`src/rtl/cumulative_shift_gen_mc.sv`:
```
// Multi-channel cumulative shift-offset generator.
// Each channel accumulates per-round shift increments modulo the active
// shared-bank count and emits cumulative offsets for the QSN shifters.
// Two-stage pipeline: stage 1 holds the accumulators, stage 2 the outputs.
module cumulative_shift_gen_mc #(
  parameter int CH_NUM       = 4,
  parameter int MAX_BANK_NUM = 255,
  parameter int SHIFT_WIDTH  = $clog2(MAX_BANK_NUM),
  parameter int BANK_WIDTH   = $clog2(MAX_BANK_NUM + 1),
  parameter int FRAME_LEN    = 16,
  parameter int ROUND_WIDTH  = $clog2(FRAME_LEN)
) (
  input  logic                          sys_clk,
  input  logic                          rstn,
  input  logic [BANK_WIDTH-1:0]         cfg_bank_num,
  input  logic                          in_valid,
  output logic                          in_ready,
  input  logic                          in_frame_start,
  input  logic [CH_NUM*SHIFT_WIDTH-1:0] in_shift,
  output logic                          out_valid,
  input  logic                          out_ready,
  output logic [CH_NUM*SHIFT_WIDTH-1:0] out_offset,
  output logic [CH_NUM-1:0]             out_wrap,
  output logic [ROUND_WIDTH-1:0]        out_round,
  output logic                          out_frame_last,
  output logic                          err_sticky
);

  // One extra bit so acc + inc never overflows before the modulo step.
  localparam int SUM_WIDTH = SHIFT_WIDTH + 1;
  localparam logic [BANK_WIDTH:0]      MAX_M_WIDE = (BANK_WIDTH + 1)'(MAX_BANK_NUM);
  localparam logic [BANK_WIDTH-1:0]    MAX_M      = BANK_WIDTH'(MAX_BANK_NUM);
  localparam logic [BANK_WIDTH-1:0]    MIN_M      = BANK_WIDTH'(2);
  localparam logic [ROUND_WIDTH-1:0]   LAST_ROUND = ROUND_WIDTH'(FRAME_LEN - 1);

  logic                          en;
  logic                          accept;

  // Stage 1 state: accumulators double as the offsets of the last accepted beat.
  logic                          s1_valid;
  logic [BANK_WIDTH-1:0]         m_act;
  logic [CH_NUM*SHIFT_WIDTH-1:0] acc;
  logic [CH_NUM-1:0]             s1_wrap;
  logic [ROUND_WIDTH-1:0]        s1_round;
  logic                          started;

  logic                          cfg_bad;
  logic [BANK_WIDTH-1:0]         m_sel;
  logic [SUM_WIDTH-1:0]          m_ext;
  logic [ROUND_WIDTH-1:0]        round_nxt;
  logic                          overrun;
  logic [CH_NUM*SHIFT_WIDTH-1:0] acc_nxt;
  logic [CH_NUM-1:0]             wrap_nxt;
  logic [CH_NUM-1:0]             inc_bad;

  assign en       = !out_valid || out_ready;
  assign in_ready = en;
  assign accept   = en && in_valid;

  // Pick the modulus that applies to the current beat (new one on frame start).
  always_comb begin
    cfg_bad = (cfg_bank_num < MIN_M) || ({1'b0, cfg_bank_num} > MAX_M_WIDE);
    m_sel   = m_act;
    if (in_frame_start) begin
      m_sel = cfg_bad ? MAX_M : cfg_bank_num;
    end
    m_ext = SUM_WIDTH'(m_sel);
  end

  // Round index of the current beat; the very first beat after reset is round 0.
  always_comb begin
    overrun   = 1'b0;
    round_nxt = s1_round + ROUND_WIDTH'(1);
    if (in_frame_start || !started) begin
      round_nxt = '0;
    end else if (s1_round == LAST_ROUND) begin
      round_nxt = '0;
      overrun   = 1'b1;
    end
  end

  // Per-channel modular accumulation; out-of-range increments count as zero.
  always_comb begin
    logic [SUM_WIDTH-1:0] inc_ext;
    logic [SUM_WIDTH-1:0] acc_ext;
    logic [SUM_WIDTH-1:0] sum;
    acc_nxt  = acc;
    wrap_nxt = '0;
    inc_bad  = '0;
    inc_ext  = '0;
    acc_ext  = '0;
    sum      = '0;
    for (int c = 0; c < CH_NUM; c++) begin
      inc_ext = SUM_WIDTH'(in_shift[c*SHIFT_WIDTH +: SHIFT_WIDTH]);
      acc_ext = SUM_WIDTH'(acc[c*SHIFT_WIDTH +: SHIFT_WIDTH]);
      if (inc_ext >= m_ext) begin
        inc_ext    = '0;
        inc_bad[c] = 1'b1;
      end
      sum = in_frame_start ? inc_ext : (acc_ext + inc_ext);
      if (!in_frame_start && (sum >= m_ext)) begin
        sum         = sum - m_ext;
        wrap_nxt[c] = 1'b1;
      end
      acc_nxt[c*SHIFT_WIDTH +: SHIFT_WIDTH] = sum[SHIFT_WIDTH-1:0];
    end
  end

  // Stage 1: capture the accepted beat's accumulation results.
  always_ff @(posedge sys_clk or negedge rstn) begin
    if (!rstn) begin
      s1_valid <= 1'b0;
      m_act    <= MAX_M;
      acc      <= '0;
      s1_wrap  <= '0;
      s1_round <= '0;
      started  <= 1'b0;
    end else if (en) begin
      s1_valid <= in_valid;
      if (in_valid) begin
        m_act    <= m_sel;
        acc      <= acc_nxt;
        s1_wrap  <= wrap_nxt;
        s1_round <= round_nxt;
        started  <= 1'b1;
      end
    end
  end

  // Sticky error: bad modulus, out-of-range increment or frame overrun.
  always_ff @(posedge sys_clk or negedge rstn) begin
    if (!rstn) begin
      err_sticky <= 1'b0;
    end else if (accept && ((in_frame_start && cfg_bad) || (|inc_bad) || overrun)) begin
      err_sticky <= 1'b1;
    end
  end

  // Stage 2: registered outputs, frozen while the downstream stalls.
  always_ff @(posedge sys_clk or negedge rstn) begin
    if (!rstn) begin
      out_valid      <= 1'b0;
      out_offset     <= '0;
      out_wrap       <= '0;
      out_round      <= '0;
      out_frame_last <= 1'b0;
    end else if (en) begin
      out_valid <= s1_valid;
      if (s1_valid) begin
        out_offset     <= acc;
        out_wrap       <= s1_wrap;
        out_round      <= s1_round;
        out_frame_last <= (s1_round == LAST_ROUND);
      end
    end
  end

endmodule
```
`config.mk`:
```
export PLATFORM = sky130hd
export DESIGN_NAME = cumulative_shift_gen_mc
export DESIGN_NICKNAME = d
export VERILOG_FILES = /design/src/rtl/cumulative_shift_gen_mc.sv
export SDC_FILE = /design/constraint.sdc
export NUM_CORES = 1
export LEC_CHECK = 0
export ABC_AREA = 1
export CAP_MARGIN = 10
export CORE_UTILIZATION = 50
export DETAILED_ROUTE_END_ITERATION = 10
export GPL_TIMING_DRIVEN = 1
export PLACE_DENSITY_LB_ADDON = 0.15
export RECOVER_POWER = 25
export SETUP_SLACK_MARGIN = 0.2
export SLEW_MARGIN = 20
export SYNTH_ARGS = -nofsm -noshare
export SYNTH_HDL_FRONTEND = slang
export SYNTH_SLANG_ARGS = --single-unit
```
`constraint.sdc`:
```
create_clock -name sys_clk -period 5.9 [get_ports sys_clk]
set_input_delay 0.59 -clock sys_clk [delete_from_list [all_inputs] [get_ports sys_clk]]
set_output_delay 0.59 -clock sys_clk [all_outputs]
set_load 0.01 [all_outputs]
```
== Word level (Yosys, flattened, before mapping) ==
Index checks and enable logic that the tools add are counted.

* Flip-flop bits (word level): 93
* Input port bits: 45
* Logic and storage cells: 74

* $add $sub $neg: 9
* Order comparisons: 9
* Eq/ne operators: 1
* Muxes and demuxes: 26
* Reductions and logical operators: 17

{| class="wikitable"
|+ Operator list
! cell !! number
|-
| 8-bit 2-to-1 mux || 10
|-
| 8-bit by 9-bit adder with 9-bit output || 4
|-
| 9-bit by 8-bit greater-or-equal comparator with 1-bit output || 4
|-
| 9-bit 2-to-1 mux || 4
|-
| 8-bit greater-or-equal comparator || 4
|-
| 8-bit subtractor || 4
|-
| 1-bit 2-to-1 mux || 10
|-
| 8-bit by 2-bit less-than comparator with 1-bit output, second input constant || 1
|-
| 4-bit 2-to-1 mux || 2
|-
| 1-bit logical AND || 7
|-
| 4-bit by 1-bit adder with 4-bit output, second input constant || 1
|-
| 4-bit == test, second input constant || 1
|-
| 1-bit logical OR || 4
|-
| 2-bit AND reduction || 2
|-
| 4-bit OR reduction || 1
|-
| 1-bit logical NOT || 3
|}

== Logic depth before layout (Yosys ltp) ==
* Word-level depth: 10
* Mapped depth: 39
* Mapped depth without buffers: 38

== Worst setup path before layout ==
OpenSTA, ideal clock, no wires.

* Path kind: input port to flip-flop
* Start point: input port in_frame_start
* End point: register acc[8]
* Setup time: 118 ps
* Arrival time: 5611 ps
* Path slack: 171 ps
* Stages on the path: 29
* Cell sequence: buf_6 -> buf_2 -> clkbuf_1 -> o21ai_0 -> ha_1 -> a21oi_1 -> nor2_1 -> a211oi_1 -> nand2_1 -> clkbuf_1 -> nor2_1 -> ha_1 -> inv_1 -> fa_1 -> o21ai_0 -> a21oi_1 -> o21ai_0 -> xnor2_1 -> nand2_1 -> nand2_1 -> inv_1 -> ha_1 -> a21o_1 -> a21oi_1 -> nand4_4 -> nand2_4 -> nand2_1 -> nand3_1 -> nand2_1

* Cells in the longest elaborated chain, start to end: 8
* Elaborated cells between the ends (all ways): 10

{| class="wikitable"
|+ Ends and longest elaborated chain
! item !! line !! RTL
|-
| start: declaration || 18 || <nowiki>input logic in_frame_start,</nowiki>
|-
| 8-bit 2-to-1 mux || 64 || <nowiki>if (in_frame_start) begin</nowiki>
|-
| 8-bit greater-or-equal comparator || 96 || <nowiki>if (inc_ext >= m_ext) begin</nowiki>
|-
| 8-bit 2-to-1 mux || 96 ||
|-
| 8-bit by 9-bit adder with 9-bit output || 100 || <nowiki>sum = in_frame_start ? inc_ext : (acc_ext + inc_ext);</nowiki>
|-
| 9-bit 2-to-1 mux || 100 ||
|-
| 9-bit by 8-bit greater-or-equal comparator with 1-bit output || 101 || <nowiki>if (!in_frame_start && (sum >= m_ext)) begin</nowiki>
|-
| 1-bit logical AND || 101 ||
|-
| 8-bit 2-to-1 mux * || 101 ||
|-
| end signal: assignment || 122 || <nowiki>acc <= acc_nxt;</nowiki>
|-
| end: declaration || 42 || <nowiki>logic [CH_NUM*SHIFT_WIDTH-1:0] acc;</nowiki>
|}

Every way passes the cells marked *; elsewhere a longest branch is shown, timed or not.
A chain may end at the register's enable or synchronous reset.

== Worst setup path after layout ==
* Start point: input port cfg_bank_num[5]
* End point: register acc[3]

* Cells in the longest elaborated chain, start to end: 10
* Elaborated cells between the ends (all ways): 11

{| class="wikitable"
|+ Ends and longest elaborated chain
! item !! line !! RTL
|-
| start: declaration || 15 || <nowiki>input logic [BANK_WIDTH-1:0] cfg_bank_num,</nowiki>
|-
| 8-bit by 2-bit less-than comparator with 1-bit output || 62 || <nowiki>cfg_bad = (cfg_bank_num < MIN_M) || ({1'b0, cfg_bank_num} > MAX_M_WIDE);</nowiki>
|-
| 8-bit 2-to-1 mux * || 65 || <nowiki>m_sel = cfg_bad ? MAX_M : cfg_bank_num;</nowiki>
|-
| 8-bit 2-to-1 mux * || 64 ||
|-
| 8-bit greater-or-equal comparator || 96 ||
|-
| 8-bit 2-to-1 mux || 96 ||
|-
| 8-bit by 9-bit adder with 9-bit output || 100 ||
|-
| 9-bit 2-to-1 mux || 100 ||
|-
| 9-bit by 8-bit greater-or-equal comparator with 1-bit output || 101 ||
|-
| 1-bit logical AND || 101 ||
|-
| 8-bit 2-to-1 mux * || 101 ||
|}

Marks and branches as above.

==> summary.txt <==
Run status
  – Status: finished, violations left
  – Violated checks: capacitance limit, slew limit

CTS
  – CTS tree: done
  – CTS sink cnt: a little over 90
  – Clock Pin Slew Worst Setup and Hold Paths: 0.07 ns
  – Clk_lat worst skew: 0.36 ns
  – H-tree Lvls: 3
  – Clk buf depth: 2
  – CTS buffer count: 9
  – Root buf cell: clkbuf_16

Routing
  – Final ANT Viol Nets: 0
  – Drt wl/cell: around 15 um
  – DR pass1 iterations: 5
  – DRC: 0
  – Total Routed Length: ~24 mm
  – Routed vias/inst: roughly 5.3
  – Vias post-DR: between 8000 and 9000
  – DRT iter0 DRCs: 519

Logic synthesis
  – Synth cell types: 48
  – Warnings from Yosys: 0
  – Synthesized flop and latch total: between 90 and 100
  – Post-synth EDFFs: 0
  – Synthesized area per cell: 6.802 um2
  – Register area share after synthesis: approximately 28%
  – Most used DFF post-synth: dfrtp_1
  – Async S/R FF share, synth: 100.0%
  – Cells after Synth: between 1000 and 1500
  – Synthesized Nets: approximately 1400
  – Mapped cell area: about 8400 um2

Timing
  – Final setup TNS: 0 ns
  – Clk_skew: approximately 0.013 ns
  – RSZ-0062 raised after global routing: no
  – Period utilization: approximately 90%
  – Final Hold Fails: 0
  – Least-Margin Pin Slew: approximately 1.9 ns
  – Hold slack: roughly 0.46 ns
  – Slew HR: -23.55%
  – Final setup violating endpoints: 0
  – Max Slew Vio Count: 73
  – Tmin final: around 5.4 ns
  – Maximum clock rate: around 180 MHz

Critical path
  – Slowest stage delay, CP: about 0.44 ns
  – Worst Path Max Fanout: 5
  – Critical Path AT: about 5.7 ns
  – CP Launch Type: primary input
  – Most frequent CP cell: nand2_1
  – CP Capture Type: flip-flop
  – Crit-path slowest cell: clkdlybuf4s50_1
  – Critical path data required time: 6.19 ns
  – Worst path top cell family by delay: simple AND/OR/NAND/NOR gates
  – CP Class: primary input to flip-flop
  – CP bufs+invs: 10

Floorplan
  – Row Count: 46
  – Die width: 131.3 um
  – Die height: around 130 um
  – Top Ports: 89
  – Die area: roughly 17000 um2
  – Total core area: between 15000 and 20000 um2
  – Initial Util: ~52%

Placement
  – Gpl congestion: between 0.9 and 1
  – Port Buf Inserts: approximately 90
  – Dpl hpwl: between 15 and 20 mm

Layout
  – Nets: 1520
  – Multi-input logic area: between 5000 and 6000 um2
  – # fillers: roughly 1500
  – Ant diodes: 0
  – Register area: between 2000 and 2500 um2
  – Area growth from synthesis to layout: 28.61%
  – Layout cells sized above 1: between 10% and 20%

Power and ir drop
  – Leak pwr: 5.758 nW
  – Pint: 2.619 mW
  – Seq pwr share: approximately 23%
  – Clock power share: 11.8%
  – Total Power: between 4 and 5 mW
  – Gate power share: about 66%
  – Sw frac: 46.36%
  – Maximum VDD drop: between 0.0002 and 0.0003 V
  – P_sw: ~2.3 mW
  – Power per cell area: 454.5 nW/um2

GRT
  – Pin count of the biggest net entering global routing: between 70 and 80
  – Number of global-route vias before repair: around 7700
  – GRT Residual Overflow: 0
  – Initial antenna violation count: 0
  – Gr usage total: ~28%
  – First-pass GRT wire length: 38.41 mm

Worst hold path
  – Hold Crit Class: flip-flop to flip-flop

Flow run
  – Max Cap Viol: 1
per-layer routing:
metal  GRT usage, %  wire (um)
met5              0          0
met4          9.690        569
met1          38.41      11320
met3          2.816       1185
met2          45.98      11400
synth_stat cells, types with 10 or more instances:
master | number | area (um2)
nand2_1 | 423 | 1588
a21oi_1 | 46 | 230.2
ha_1 | 89 | 1114
o21ai_1 | 10 | 50.05
nand3_1 | 101 | 505.5
clkbuf_1 | 28 | 105.1
o21ai_0 | 65 | 325.3
dfrtp_1 | 85 | 2127
nand2_4 | 10 | 112.6
xnor2_1 | 16 | 140.1
xor2_1 | 24 | 210.2
nor3_1 | 10 | 50.05
nor2_1 | 63 | 236.5
inv_1 | 162 | 608.1
power by group through the flow:
stage          sequential (mW)  clock [mW]  combinational, mW
6_report                  1.10       0.577               3.21
5_1_grt                   1.14       0.608               3.57
4_1_cts                   1.09       0.585               2.92
3_5_place_dp              1.10           0               2.90
3_3_place_gp              1.10           0               2.86
2_1_floorplan             1.12           0               1.92
worst min-delay path, stage by stage, from the launching register on:
cell	delay, ns
dfrtp_1	0.32
inv_1	0.05
nand2_1	0.06
path summary, 6_finish.rpt:
path,from,end,slack (ns),cells after the start
setup reg to reg,m_act[0]$_DFFE_PN1P_,acc[23]$_DFFE_PN0P_,1.11,33
min in group asynchronous,rstn,acc[29]$_DFFE_PN0P_,0.50,1
hold reg to reg,started$_DFFE_PN0P_,started$_DFFE_PN0P_,0.46,2
hold / removal,started$_DFFE_PN0P_,started$_DFFE_PN0P_,0.46,2
max in group asynchronous,rstn,started$_DFFE_PN0P_,2.93,2
setup / recovery,cfg_bank_num[5],acc[3]$_DFFE_PN0P_,0.48,36
logic make-up (layout without fill, tap and decap cells):
group           count (synthesis)  after routing  share of synthesized area (%)
simple gates                  650            655                          34.45
buf+inv                       204            358                          9.347
compound gates                148            148                          9.736
fa+ha+maj                      93             93                          14.29
flops                          93             93                          27.98
xor+xnor                       40             40                          4.194
cell usage in the layout, fill, tap and decap left out, types with 7 or more instances in the layout:
cell type        instances
xor2_1                  24
a21oi_2                 15
o21ai_1                 15
nand2_4                 11
nand3_1                 99
clkdlybuf4s50_1         81
dfstp_2                  8
nor3_1                   7
nand2_1                409
nor2_1                  48
clkbuf_16                9
ha_4                     9
ha_1                    77
buf_4                   78
xnor2_1                 16
dfrtp_1                 85
o21ai_0                 55
inv_1                  161
a21oi_1                 30
nand4_2                  7
nor2_2                  11
nand2_2                 23
timing repair:
item,4_1_cts,5_1_grt
cloned,0,5
hold endpoints to repair,0,0
setup buffers,0,12
resized for setup,1,102
endpoints found under the setup margin,4,36
pin swaps,0,31
hold buffers,0,0
state kept, by name, summed over array words and instances, names as in the netlist, 4 cells and up:
signal,count
acc,32
s1_wrap,4
out_wrap,4
out_round,4
s1_round,4
m_act,8
out_offset,32
per-stage QoR:
step | cells | util (%) | cell area (um2) | setup WS (ns)
2_1_floorplan | 1228 | - | 8353 | 0.2397
3_3_place_gp | 1570 | 61.49 | 9910 | -0.03670
3_5_place_dp | 1570 | 61.49 | 9910 | -0.1378
4_1_cts | 1586 | 63.27 | 10200 | 0.2307
5_1_grt | 1603 | 66.66 | 10740 | 0.1200
6_report | 1603 | 66.66 | 10740 | 0.4770
area by class of cell:
type	instances	share of cell area [%]
clock buffers	12	2.388
clock inverters	4	0.2795
inverters	169	5.917
multi-input cells	936	52.73
flip-flops and latches	93	21.76
well taps	216	2.516
repair buffers	173	14.42
No activity file was read; power rests on OpenSTA's default activity.
